==> src/rtl/fixed_mac_accum_if.sv <==
// fixed_mac_accum_if: product input stream and summed-sample output stream of the MAC accumulator
interface fixed_mac_accum_if #(
  parameter int SIZE = 32,
  parameter int CW   = 2
);
  logic [SIZE-1:0] in_product;
  logic            in_valid;
  logic            in_ready;
  logic [SIZE-1:0] out_sum;
  logic            out_sat;
  logic            out_valid;
  logic            out_ready;
  logic [CW-1:0]   tap_count;
  modport master (
    output in_product, in_valid, out_ready,
    input  in_ready, out_sum, out_sat, out_valid, tap_count
  );
  modport slave (
    input  in_product, in_valid, out_ready,
    output in_ready, out_sum, out_sat, out_valid, tap_count
  );
endinterface

==> src/rtl/fixed_mac_accum.sv <==
// fixed_mac_accum: sums TAPS signed Q16.16 products in a guard-bit accumulator, saturates to SIZE bits
module fixed_mac_accum #(
  parameter int SIZE  = 32,
  parameter int TAPS  = 4,
  parameter int GUARD = 8
) (
  input logic            clk,
  input logic            resetn,
  fixed_mac_accum_if.slave bus
);
  localparam int CW = TAPS > 1 ? $clog2(TAPS) : 1;
  localparam int AW = SIZE + GUARD;
  localparam logic [SIZE-1:0] SMAX = {1'b0, {(SIZE-1){1'b1}}};
  localparam logic [SIZE-1:0] SMIN = {1'b1, {(SIZE-1){1'b0}}};
  logic [AW-1:0]   acc;
  logic [AW-1:0]   prod_x;
  logic [AW-1:0]   total;
  logic [GUARD:0]  top;
  logic [CW-1:0]   cnt;
  logic [SIZE-1:0] sum_q;
  logic            sat_q;
  logic            valid_q;
  logic            accept;
  logic            last;
  logic            ovf;
  assign prod_x = {{GUARD{bus.in_product[SIZE-1]}}, bus.in_product};
  // first tap of a group starts fresh, so a stale accumulator never leaks in
  assign total  = cnt == '0 ? prod_x : acc + prod_x;
  assign top    = total[AW-1:SIZE-1];
  assign ovf    = !(&top || ~|top);
  assign last   = cnt == CW'(TAPS - 1);
  assign bus.in_ready  = !valid_q || bus.out_ready;
  assign accept        = bus.in_valid && bus.in_ready;
  assign bus.out_sum   = sum_q;
  assign bus.out_sat   = sat_q;
  assign bus.out_valid = valid_q;
  assign bus.tap_count = cnt;
  always_ff @(posedge clk or negedge resetn) begin
    if (!resetn) begin
      acc     <= '0;
      cnt     <= '0;
      sum_q   <= '0;
      sat_q   <= 1'b0;
      valid_q <= 1'b0;
    end else begin
      if (bus.out_ready) valid_q <= 1'b0;
      if (accept && last) begin
        sum_q   <= ovf ? (total[AW-1] ? SMIN : SMAX) : total[SIZE-1:0];
        sat_q   <= ovf;
        valid_q <= 1'b1;
        cnt     <= '0;
      end else if (accept) begin
        acc <= total;
        cnt <= cnt + CW'(1);
      end
    end
  end
endmodule

==> src/flat_wrapper.sv <==
// flat-port wrapper written by rule: the top's interface ports become plain ports
module fixed_mac_accum_flat 
#(
  parameter int SIZE  = 32,
  parameter int TAPS  = 4,
  parameter int GUARD = 8
)
  (clk, resetn, bus_in_product, bus_in_valid, bus_out_ready, bus_in_ready, bus_out_sum, bus_out_sat, bus_out_valid, bus_tap_count);
  fixed_mac_accum_if #(.SIZE(SIZE), .CW(2)) bus_i ();
  input logic clk;
  input logic resetn;
  input wire logic [$bits(bus_i.in_product)-1:0] bus_in_product;
  input wire logic [$bits(bus_i.in_valid)-1:0] bus_in_valid;
  input wire logic [$bits(bus_i.out_ready)-1:0] bus_out_ready;
  output wire logic [$bits(bus_i.in_ready)-1:0] bus_in_ready;
  output wire logic [$bits(bus_i.out_sum)-1:0] bus_out_sum;
  output wire logic [$bits(bus_i.out_sat)-1:0] bus_out_sat;
  output wire logic [$bits(bus_i.out_valid)-1:0] bus_out_valid;
  output wire logic [$bits(bus_i.tap_count)-1:0] bus_tap_count;
  assign bus_i.in_product = bus_in_product;
  assign bus_i.in_valid = bus_in_valid;
  assign bus_i.out_ready = bus_out_ready;
  assign bus_in_ready = bus_i.in_ready;
  assign bus_out_sum = bus_i.out_sum;
  assign bus_out_sat = bus_i.out_sat;
  assign bus_out_valid = bus_i.out_valid;
  assign bus_tap_count = bus_i.tap_count;
  fixed_mac_accum #(.SIZE(SIZE), .TAPS(TAPS), .GUARD(GUARD)) u_core (.clk(clk), .resetn(resetn), .bus(bus_i));
endmodule
==> config.mk <==
export PLATFORM = sky130hd
export DESIGN_NAME = fixed_mac_accum_flat
export DESIGN_NICKNAME = d
export VERILOG_FILES = /design/src/rtl/fixed_mac_accum_if.sv /design/src/rtl/fixed_mac_accum.sv /design/src/flat_wrapper.sv
export SDC_FILE = /design/constraint.sdc
export NUM_CORES = 1
export LEC_CHECK = 0
export CORE_ASPECT_RATIO = 1.2
export CORE_MARGIN = 2
export CORE_UTILIZATION = 53
export DETAILED_ROUTE_END_ITERATION = 16
export HOLD_SLACK_MARGIN = 0.08
export MAX_ROUTING_LAYER = met4
export PLACE_DENSITY = 0.78
export SLEW_MARGIN = 10
export SYNTH_ARGS = -nofsm -noshare
export SYNTH_HDL_FRONTEND = slang
export SYNTH_SLANG_ARGS = --single-unit
==> constraint.sdc <==
create_clock -name clk -period 3.84 [get_ports clk]
set_clock_uncertainty 0.05 [all_clocks]
set_input_delay 0.384 -clock clk [delete_from_list [all_inputs] [get_ports clk]]
set_output_delay 0.384 -clock clk [all_outputs]
set_load 0.01 [all_outputs]
==> out/metrics.csv <==
metric;value;unit
status;finished, final reports clean;
num_vias;5915;
ant_nets;0;
synth_area;5857;um2
finalHoldViolCount;0;
cts_root_buf;clkbuf_16;
r2r-start;u_core.acc[0];
start_util;0.5384;
dr.pass1.iters;5;
cp_num_cells;15;
rrSetupSlack;0.06;ns
postSynthCellCount;706;
critPathCaptureType;flip-flop;
power_density;1002;nW/um2
fp-row-count;42;
cp.arrival;3.99;ns
syn_avg_cell_area;8.296;um2
insertion_delay;0.34;ns
critPathKind;flip-flop to flip-flop;
vdd_drop_max;0.5412;mV
worstPathMaxFanout;10;
drcViolationCount;0;
rsz0062_at_grt;yes;
max_stage_delay;0.43;ns
cpMaxStageDelayCell;a2111o_1;
leakagePower;0.003354;uW
grt_pass1_vias;5810;
cts_made_buffers;9;
grt_start_max_net_pins;77;
drv_slew;0;
syn2layout_area_growth;33.35;%
switching_share;0.4563;
crit_chain;ha_2, inv_2, fa_2, nand2b_4, a21o_4, a2111o_1, a31o_1, a2111o_1, o211ai_2, nand4bb_2, nor4_4, buf_4, buf_6, o21bai_1, a21oi_1;
power;7825;uW
synth_edf_count;0;
grt_pass1_wl;27760;um
die_area;11910;um2
core;10880;um2
synthDistinctLibCells;69;
diodes;0;
p_int;4254;uW
period_needed;3.780;ns
reg2reg_depth;15;
cts_max_path_buffers;2;
nets;942;
gp_congestion;0.9405;
crit_buf_inv;3;
worst_slew_pin_slew;0.9834;ns
grt_antenna_before_repair;0;
synth_seq_cells;76;
p_seq_frac;0.180;
cts.sinks;76;
wl;17450;um
yosys_warnings;0;
synthArstFlopShare;1.000;
cts_tree;built;
path_delay_family;compound AO/OA/AOI/OAI gates;
worstSetupStartpointType;flip-flop;
slew_headroom;0.3444;
port_buffers;72;
synth_nets;784;
maxCapViolCount;0;
setup_viol;0;
die_x;99.97;um
drt_iter0_drc;303;
grt_use_total;0.2980;
avgRoutedWirePerCell;17.43;um
vias_per_cell;5.909;
fin_crit_sh;0.9843;
clk_pin_slew;0.06;ns
worst-endpoint-required;4.05;ns
drive_gt1_frac;0.1991;
p_clk_frac;0.101;
grt-ovfl-total;0;
synth-main-ff-cell;dfrtp_1;
synth.yosys.seq_area_share;0.3247;
chipHeight;119.2;um
r2r_end;u_core.bus.out_sum[9];
tns;0;ns
min_path_type;input port to asynchronous set/reset pin;
crit_top_cell;a2111o_1;
p_switching;3570;uW
max_clock_freq;264.6;MHz
dp_hpwl;13110;um
pin_count;73;
htree_levels;3;
comb_power_share;0.719;
[cells in the final DEF (no fill, tap or decap), types with 7 or more instances in the layout]
master           netlist  final
o21a_1                12     12
o211ai_1               7      7
buf_4                  0    110
a21oi_1               94     94
clkbuf_16              0      9
nand3_1                7      7
o21bai_1              24     24
mux2i_1                7      7
ha_1                  41     40
nand4_1               14     14
inv_1                 18     17
nor2_1               100     99
nand2b_1               8      7
dfrtp_1               76     76
o21ai_0               41     40
o221ai_1               8      8
nand2_1               61     60
a21oi_2                9      9
xor2_1                14     13
a21o_1                11     10
clkdlybuf4s50_1        0     70
xnor2_1               18     18
[metrics by stage]
| stage | setup WS (ns) | cells | hold slack (ns) | area [um2] | utilization |
|---|---|---|---|---|---|
| global route | -0.07501 | 1001 | 0.2446 | 7810 | 0.7180 |
| detailed placement | -0.3906 | 977 | 0.4431 | 7392 | 0.6795 |
| global placement | -0.3044 | 977 | 0.4345 | 7392 | 0.6795 |
| finish | 0.06012 | 1001 | 0.1328 | 7810 | 0.7180 |
| floorplan | 0.3581 | 706 | 0.03841 | 5857 | - |
| CTS | -0.006227 | 993 | 0.1941 | 7666 | 0.7047 |
[Yosys cell counts, types with 9 or more instances]
master	instances	area, um2
a21oi_2	9	78.83
inv_1	18	67.56
dfrtp_1	76	1902
nand4_1	14	87.58
o21ai_0	41	205.2
nor2_1	100	375.4
xor2_1	14	122.6
ha_1	41	513.0
o21a_1	12	90.09
o21bai_1	24	180.2
clkbuf_1	26	97.59
a21o_1	11	82.58
xnor2_1	18	157.7
a21oi_1	94	470.5
nand2_1	61	229.0
[what timing repair did]
action / 4_1_cts / 5_1_grt
setup endpoints to repair: 21 / 33
hold buffers: 0 / 0
resized for setup: 1 / 22
pin swaps: 0 / 13
setup buffers: 0 / 7
gates cloned: 0 / 2
[how the worst max path moves through the flow]
stage | start | to | slack (ns)
finish | u_core.acc[0] | u_core.bus.out_sum[9] | 0.06
detailed placement | bus_in_product[0] | u_core.bus.out_sum[24] | -0.39
CTS | bus_in_product[0] | u_core.bus.out_sum[31] | -0.006
global route | u_core.acc[0] | u_core.bus.out_sum[14] | -0.08
global placement | bus_in_product[0] | u_core.bus.out_sum[15] | -0.30
floorplan | bus_in_product[0] | u_core.bus.out_sum[15] | 0.36
[kinds of logic (layout without fill, tap and decap cells)]
family,after synthesis,after routing,synth area share
fa+ha+maj,42,42,0.09101
compound gates,263,263,0.2965
simple gates,222,222,0.1715
buf+inv,57,220,0.04080
mux,13,13,0.02350
flops,76,76,0.3247
xor+xnor,33,33,0.05191
[power by group through the flow]
| stage | clock (uW) | sequential, uW | combinational (uW) |
|---|---|---|---|
| 2_1_floorplan | 0 | 1440 | 3370 |
| 3_3_place_gp | 0 | 1400 | 5290 |
| 3_5_place_dp | 0 | 1420 | 5410 |
| 4_1_cts | 801 | 1410 | 5450 |
| 5_1_grt | 835 | 1450 | 6160 |
| 6_report | 790 | 1410 | 5630 |
[worst reg2reg max path, stage by stage (launching register included)]
cell,delay [ns]
dfrtp_1,0.36
ha_2,0.20
inv_2,0.04
fa_2,0.38
nand2b_4,0.16
a21o_4,0.23
a2111o_1,0.43
a31o_1,0.24
a2111o_1,0.43
o211ai_2,0.10
nand4bb_2,0.16
nor4_4,0.34
buf_4,0.20
buf_6,0.16
o21bai_1,0.08
a21oi_1,0.14
[sequential cells by signal, indices dropped and copies added, names as in the netlist]
name,flops
u_core.bus.tap_count,2
u_core.acc,40
u_core.bus.out_sat,1
u_core.bus.out_sum,32
u_core.bus.out_valid,1
[layout make-up]
class / count / area, um2
Multi-Input combinational cell: 573 / 3809
Tap cell: 132 / 165.2
Fill cell: 826 / 3068
Timing Repair Buffer: 185 / 1593
Clock inverter: 5 / 37.54
Clock buffer: 11 / 232.7
Inverter: 19 / 71.32
Sequential cell: 76 / 1902
[layer usage]
layer / share of wire / track usage / wire length [um] / vias to the layer above
li1: - / - / - / 2883
met1: 0.43 / 0.3769 / 7513 / 2801
met2: 0.49 / 0.5034 / 8580 / 199
met3: 0.052 / 0.03580 / 906 / 32
met4: 0.026 / 0.08476 / 452 / 0
met5: 0 / - / 0 / -
Note: power is estimated with default switching activity, not from simulation.
